==> config.mk <==
export PLATFORM = sky130hd
export DESIGN_NAME = instr_fetcher
export DESIGN_NICKNAME = d
export VERILOG_FILES = /design/src/rtl/instr_fetcher.sv
export SDC_FILE = /design/constraint.sdc
export NUM_CORES = 1
export LEC_CHECK = 0
export CORE_MARGIN = 2
export CORE_UTILIZATION = 43
export DETAILED_ROUTE_END_ITERATION = 16
export GPL_TIMING_DRIVEN = 0
export PLACE_DENSITY_LB_ADDON = 0.15
export SETUP_SLACK_MARGIN = 0.15
export SYNTH_ARGS = -nofsm -noshare
export SYNTH_HDL_FRONTEND = slang
export SYNTH_SLANG_ARGS = --single-unit
==> constraint.sdc <==
create_clock -name clk_i -period 2.1 [get_ports clk_i]
set_clock_uncertainty 0.15 [all_clocks]
set_input_delay 0.315 -clock clk_i [delete_from_list [all_inputs] [get_ports clk_i]]
set_output_delay 0.315 -clock clk_i [all_outputs]
set_load 0.005 [all_outputs]
==> src/rtl/instr_fetcher.sv <==
// Instruction fetcher with a single outstanding memory request, redirect/drain handling and fault capture.
// Optional build macro INSTR_FETCHER_MISALIGN_CHECK_EN: misaligned PCs raise a fetch exception instead of fetching.
package instr_fetcher_pkg;

  typedef logic [3:0] if_reason_t;

  localparam if_reason_t IF_PREFETCH = 4'b0000;
  localparam if_reason_t IF_FLUSH    = 4'b1111;

  typedef struct packed {
    logic        valid;
    logic        mcause_interrupt;
    logic [3:0]  mcause_code;
    logic [63:0] mtval;
  } exception_t;

  typedef struct packed {
    logic [63:0] pc;
    if_reason_t  if_reason;
    logic [31:0] instr_word;
    exception_t  exception;
  } fetched_instr_t;

endpackage

module instr_fetcher
  import instr_fetcher_pkg::*;
#(
  parameter logic [63:0] RESET_PC = 64'h0
) (
  input  logic           clk_i,
  input  logic           rst_ni,
  input  logic           redirect_valid_i,
  input  logic [63:0]    redirect_pc_i,
  input  logic [3:0]     redirect_reason_i,
  output logic           mem_req_valid_o,
  input  logic           mem_req_ready_i,
  output logic [63:0]    mem_req_addr_o,
  input  logic           mem_resp_valid_i,
  input  logic [31:0]    mem_resp_data_i,
  input  logic           mem_resp_exception_i,
  input  logic [3:0]     mem_resp_exception_code_i,
  output logic           fetch_valid_o,
  input  logic           fetch_ready_i,
  output fetched_instr_t fetch_instr_o
);

  typedef enum logic [2:0] {
    S_REQ,
    S_WAIT,
    S_HOLD,
    S_DRAIN,
    S_STALL
  } state_t;

  state_t         r_state;
  logic [63:0]    r_pc;
  if_reason_t     r_reason;
  fetched_instr_t r_instr;
  logic           r_req_valid;
  logic           r_fetch_valid;

  logic           w_outstanding;
  logic           w_redir_misaligned;
  logic           w_pc_misaligned;
  fetched_instr_t w_resp_instr;

  function automatic fetched_instr_t misalign_fault(input logic [63:0] pc, input if_reason_t reason);
    fetched_instr_t f;
    f                       = '0;
    f.pc                    = pc;
    f.if_reason             = reason;
    f.exception.valid       = 1'b1;
    f.exception.mcause_code = 4'd0;
    f.exception.mtval       = pc;
    return f;
  endfunction

`ifdef INSTR_FETCHER_MISALIGN_CHECK_EN
  assign w_redir_misaligned = (redirect_pc_i[1:0] != 2'b00);
  assign w_pc_misaligned    = (r_pc[1:0] != 2'b00);
`else
  assign w_redir_misaligned = 1'b0;
  assign w_pc_misaligned    = 1'b0;
`endif

  // A request is still in flight after this edge if it is accepted now or its response has not arrived.
  assign w_outstanding = ((r_state == S_REQ) && mem_req_ready_i) ||
                         (((r_state == S_WAIT) || (r_state == S_DRAIN)) && !mem_resp_valid_i);

  always_comb begin
    w_resp_instr           = '0;
    w_resp_instr.pc        = r_pc;
    w_resp_instr.if_reason = r_reason;
    if (mem_resp_exception_i) begin
      w_resp_instr.exception.valid       = 1'b1;
      w_resp_instr.exception.mcause_code = mem_resp_exception_code_i;
      w_resp_instr.exception.mtval       = r_pc;
    end else begin
      w_resp_instr.instr_word = mem_resp_data_i;
    end
  end

  always_ff @(posedge clk_i) begin
    if (!rst_ni) begin
      r_state       <= S_REQ;
      r_pc          <= RESET_PC;
      r_reason      <= IF_FLUSH;
      r_instr       <= '0;
      r_req_valid   <= 1'b1;
      r_fetch_valid <= 1'b0;
    end else if (redirect_valid_i) begin
      r_pc          <= redirect_pc_i;
      r_reason      <= redirect_reason_i;
      r_fetch_valid <= 1'b0;
      if (w_outstanding) begin
        r_state     <= S_DRAIN;
        r_req_valid <= 1'b0;
      end else if (w_redir_misaligned) begin
        r_state       <= S_HOLD;
        r_req_valid   <= 1'b0;
        r_instr       <= misalign_fault(redirect_pc_i, redirect_reason_i);
        r_fetch_valid <= 1'b1;
      end else begin
        r_state     <= S_REQ;
        r_req_valid <= 1'b1;
      end
    end else begin
      case (r_state)
        S_REQ: begin
          if (mem_req_ready_i) begin
            r_state     <= S_WAIT;
            r_req_valid <= 1'b0;
          end
        end
        S_WAIT: begin
          if (mem_resp_valid_i) begin
            r_state       <= S_HOLD;
            r_instr       <= w_resp_instr;
            r_fetch_valid <= 1'b1;
          end
        end
        S_HOLD: begin
          if (fetch_ready_i) begin
            r_fetch_valid <= 1'b0;
            if (r_instr.exception.valid) begin
              r_state <= S_STALL;
            end else begin
              r_pc        <= r_pc + 64'd4;
              r_reason    <= IF_PREFETCH;
              r_state     <= S_REQ;
              r_req_valid <= 1'b1;
            end
          end
        end
        S_DRAIN: begin
          // The stale response is swallowed; the PC may have been retargeted while draining.
          if (mem_resp_valid_i) begin
            if (w_pc_misaligned) begin
              r_state       <= S_HOLD;
              r_instr       <= misalign_fault(r_pc, r_reason);
              r_fetch_valid <= 1'b1;
            end else begin
              r_state     <= S_REQ;
              r_req_valid <= 1'b1;
            end
          end
        end
        S_STALL: begin
          r_req_valid <= 1'b0;
        end
        default: begin
          r_state     <= S_STALL;
          r_req_valid <= 1'b0;
        end
      endcase
    end
  end

  assign mem_req_valid_o = r_req_valid;
  assign mem_req_addr_o  = {r_pc[63:2], 2'b00};
  assign fetch_valid_o   = r_fetch_valid & ~redirect_valid_i;
  assign fetch_instr_o   = r_instr;

endmodule
# Word-level counts from Yosys, hierarchy flattened
# Cells that the tools add are included.
# Widths: inputs -> output; s select.
[classes]
n_eq_ne = 14
n_reduce_logical = 15
mux = 28
add_sub_neg = 1
bitwise_logic = 3
[ops]
columns = ["operator", "n"]
rows = [
  ["$mux 64", 4],
  ["$mux 68", 1],
  ["$add 64x3->64 const B", 1],
  ["$mux 32", 1],
  ["$mux 3", 6],
  ["$mux 4", 4],
  ["$ne 3x3->1 const B", 5],
  ["$pmux 3 s5", 1],
  ["$ne 2x2->1 const B", 5],
  ["$reduce_and 5->1", 2],
  ["$reduce_and 3->1", 3],
  ["$mux 1", 8],
  ["$eq 3x2->1 const B", 2],
  ["$reduce_bool 2->1", 3],
  ["$pmux 1 s4", 1],
  ["$eq 3x1->1 const B", 1],
  ["$eq 3x3->1 const B", 1],
  ["$logic_not 3->1", 1],
  ["$logic_and 1x1->1", 2],
  ["$logic_or 1x1->1", 2],
  ["$mux 2", 1],
  ["$not 1->1", 2],
  ["$pmux 1 s2", 1],
  ["$reduce_or 2->1", 1],
  ["other kinds (2)", 2],
]
[totals]
regBits = 242
output_inout_bits = 236
wordCells = 72

# Longest topological paths before layout
[logic_depth]
depth_word = 6
mapped_depth = 8
depth_no_buf = 6

# Worst setup path before layout
# OpenSTA, ideal clock, no wires.
[synth_timing]
path_type = "reg2reg"
start = "register r_pc[16]"
end = "register r_pc[25]"
path_stages_with_launch = 8
arrival_ps = 1946
setup_ps = 122
slack_ps = -118
n_path_buf = 2
path_cell_list = "dfxtp_1 > clkbuf_1 > nand4_1 > nor3_1 > buf_2 > nand3b_1 > o21a_1 > o311a_1"
[synth_via]
elab_chain_len = 5
[synth_rtl]
columns = ["item", "line", "source"]
rows = [
  ["start: declaration", "57", "logic [63:0] r_pc;"],
  ["start signal: assignment", "113", "r_pc <= redirect_pc_i;"],
  ["start signal: assignment", "149", "r_pc <= r_pc + 64'd4;"],
  ["$add 64x3->64", "149", ""],
  ["$mux 64", "146", "if (r_instr.exception.valid) begin"],
  ["$mux 64", "144", "if (fetch_ready_i) begin"],
  ["$mux 64", "129", "case (r_state)"],
  ["$mux 64", "112", "end else if (redirect_valid_i) begin"],
]
# No other way between the ends. The select of a mux whose other input is x is not followed.
# A chain may end at the register's enable or synchronous reset.

# Worst setup path after layout
[layout_timing]
start = "register r_pc[19]"
end = "register r_pc[52]"
# The elaborated chain is that of the path after synthesis.

==> results.toml <==
[status]
outcome = "complete, but fails checks"
violations = "setup timing"

[logic_synthesis]
ys_seq_elements = 242
synthCells = 1377
synth_edf_count = 0
synthArstFlopShare = 0
ys_seq_area_frac = 0.430
ys_warn_count = 0
ys.flop_type = "dfxtp_1"
avgSynthCellArea_um2 = 8.18
ys_types = 53
synth_area_mm2 = 0.0113

[worst_setup_path]
path_delay_family = "simple AND/OR/NAND/NOR gates"
worstPathCellList = "buf_6, nand4_1, buf_6, nor4_4, buf_4, nand4_1, or4_1, a31oi_1"
worstPathRequired_ns = 2.41
crit_type = "reg -> reg"
critPathLaunch = "r_pc[19]$_SDFFE_PN0P_"
reg2reg_depth = 8
cp_max_fo = 7
critical_path_depth = 8
slowest_stage = "or4_1"
max_stage_delay_ns = 0.44
cp.arrival_ns = 2.60
r2r_start = "r_pc[19]$_SDFFE_PN0P_"
crit_path_start_kind = "flop"
cp_num_buf_inv = 3
crit_path_end_kind = "flop"

[clock_network]
clk_pin_slew_ns = 0.07
cts_hold_buffers = 0
clk_latency_ns = 0.55
clkSinkCount = 242
cts_made_buffers = 27
root_buffer = "clkbuf_16"
cts_tree = "done"
h-tree-depth = 1
clk_path_buf_depth = 3

[detailed_routing]
drt_iter0_drc = 934
vias = 12400
first_pass_iters = 5
drc_errors = 0
viasPerCell = 5.47
routedWlPerCell_um = 19.9
drtAntennaViolNets = 0
routed_wl_um = 45200

[floorplanning]
rows = 59
initial_core_util = 0.435
die_w_um = 166
dieArea_mm2 = 0.0275
io_pins = 347
die_h_um = 166
core_mm2 = 0.0259

[cells_and_area]
post-route-util = 0.709
syn_to_final_growth_pct = 63.0
fin_area_mm2 = 0.0184
final_common_cell = "nand2_1"
fill_cells = 2044
multiInputGateArea_mm2 = 0.00597
nets = 2020
drive_gt1_frac = 0.248
layout_common_cells = "284 x nand2_1, 281 x clkdlybuf4s50_1, 202 x buf_4, 185 x dfxtp_1, 133 x a21boi_0"
regArea_mm2 = 0.00503

[timing]
rsz0062_at_grt = "true"
timing.final.max_slew_violations = 0
final.setup.worst_slack_ns = -0.188
maxSlewHeadroom = 0.341
tightest_slew_ns = 0.988
finalSetupViolations = 22
fmax_ghz = 0.437
hold_slack_ns = 0.140
period_share = 1.09
hold_viol = 0
finalCriticalPeriod_ns = 2.29

[global_routing]
grt_pass1_wl_um = 68000
grt_antenna_before_repair = 5
grt_max_degree = 14
grtUsageTotal = 0.307
overflow = 0
grt_pass1_vias = 11900

[place]
gp_congestion = 0.899
dp_hpwl_um = 29900
io_buffers = 341
place_area_mm2 = 0.0153

[pwr]
p_leak_nw = 7.09
vdd_ir_drop_max_mv = 0.599
p_total_mw = 11.5
power_density_mw_per_mm2 = 624

[min_path]
worstHoldPathType = "in -> reg"
hold_depth = 3
hp-start = "mem_resp_exception_i"

[run]
maxCapViolCount = 0
==> cells in the mapped netlist (14+ instances only) <==
master	n	share of area
nand2_1	287	0.096
dfxtp_1	242	0.43
a21boi_0	170	0.11
clkbuf_1	97	0.032
nand3_1	94	0.042
buf_4	69	0.046
o21ai_0	61	0.027
nand4_1	37	0.021
nand3b_1	36	0.024
a21oi_1	31	0.014
nor2_1	27	0.0090
xor2_1	21	0.016
nor3_1	17	0.0076
or3_1	17	0.0094
a31oi_1	16	0.0089
xnor2_1	14	0.011
==> worst paths after layout <==
path                                                        to  slack, ns
worst max-delay path                     r_pc[52]$_SDFFE_PN0P_      -0.19
worst min-delay path             fetch_instr_o[2]$_SDFFE_PN0P_       0.14
worst max register to register           r_pc[52]$_SDFFE_PN0P_      -0.19
worst min register to register  fetch_instr_o[26]$_SDFFE_PN0P_       0.30
==> power by group <==
group	switching, mW	internal [mW]
Clock	1.97	2.89
Combinational	0.792	0.926
Sequential	0.149	4.72
Total	2.91	8.54
==> layout make-up <==
cell class / instances / area share
antenna: 4 / 0.000545
buffer: 182 / 0.0716
inverter: 9 / 0.00184
tap: 335 / 0.0228
sequential: 242 / 0.274
clock buffer: 35 / 0.0412
timing repair buffer: 500 / 0.255
multi-input combinational: 946 / 0.325
clock inverter: 13 / 0.00784
==> worst reg2reg max path, stage by stage, from the launching register on <==
cell	delay, ns
dfxtp_2	0.33
buf_6	0.12
nand4_1	0.13
buf_6	0.17
nor4_4	0.36
buf_4	0.20
nand4_1	0.15
or4_1	0.44
a31oi_1	0.18
==> through the flow <==
stage / setup WS [ns] / setup TNS [ns] / std cells
floorplan: -0.00776 / -0.0232 / 1379
global placement: -1.02 / -182.78 / 2055
detailed placement: -1.12 / -191.68 / 2055
CTS: -0.0295 / -0.130 / 2228
global route: -0.324 / -4.92 / 2266
finish: -0.188 / -2.31 / 2266
==> layer usage <==
layer  vias to the layer above  global-route usage  wire [um]
met4                         2               0.102       1560
met2                       621               0.516      21300
met1                      5876               0.393      18500
met5                         -                   0         11
met3                       116              0.0655       3800
li1                       5784                   -          -
==> sequential cells by signal (all words and copies together) (netlist names) <==
register and count:
mem_req_valid_o 1, fetch_instr_o 169, r_fetch_valid 1, r_reason 4, r_state 3, r_pc 64
==> timing repair <==
action / in CTS / in global routing
cloned: 0 / 2
setup endpoints to repair: 295 / 232
resized for setup: 289 / 152
buffers inserted: 125 / 32
pin swaps: 60 / 63
==> cells by family after synthesis <==
logic type,after synthesis,share of synthesized area
multiplexers,7,0.00622
XOR/XNOR,35,0.0272
AND/OR/NAND/NOR,585,0.256
adder cells (fa/ha/maj),1,0.00111
other,1,0.000333
flip-flops,242,0.430
AO/OA/AOI/OAI,315,0.191
buffers and inverters,191,0.0873
Power figures use the tool's default switching activity.
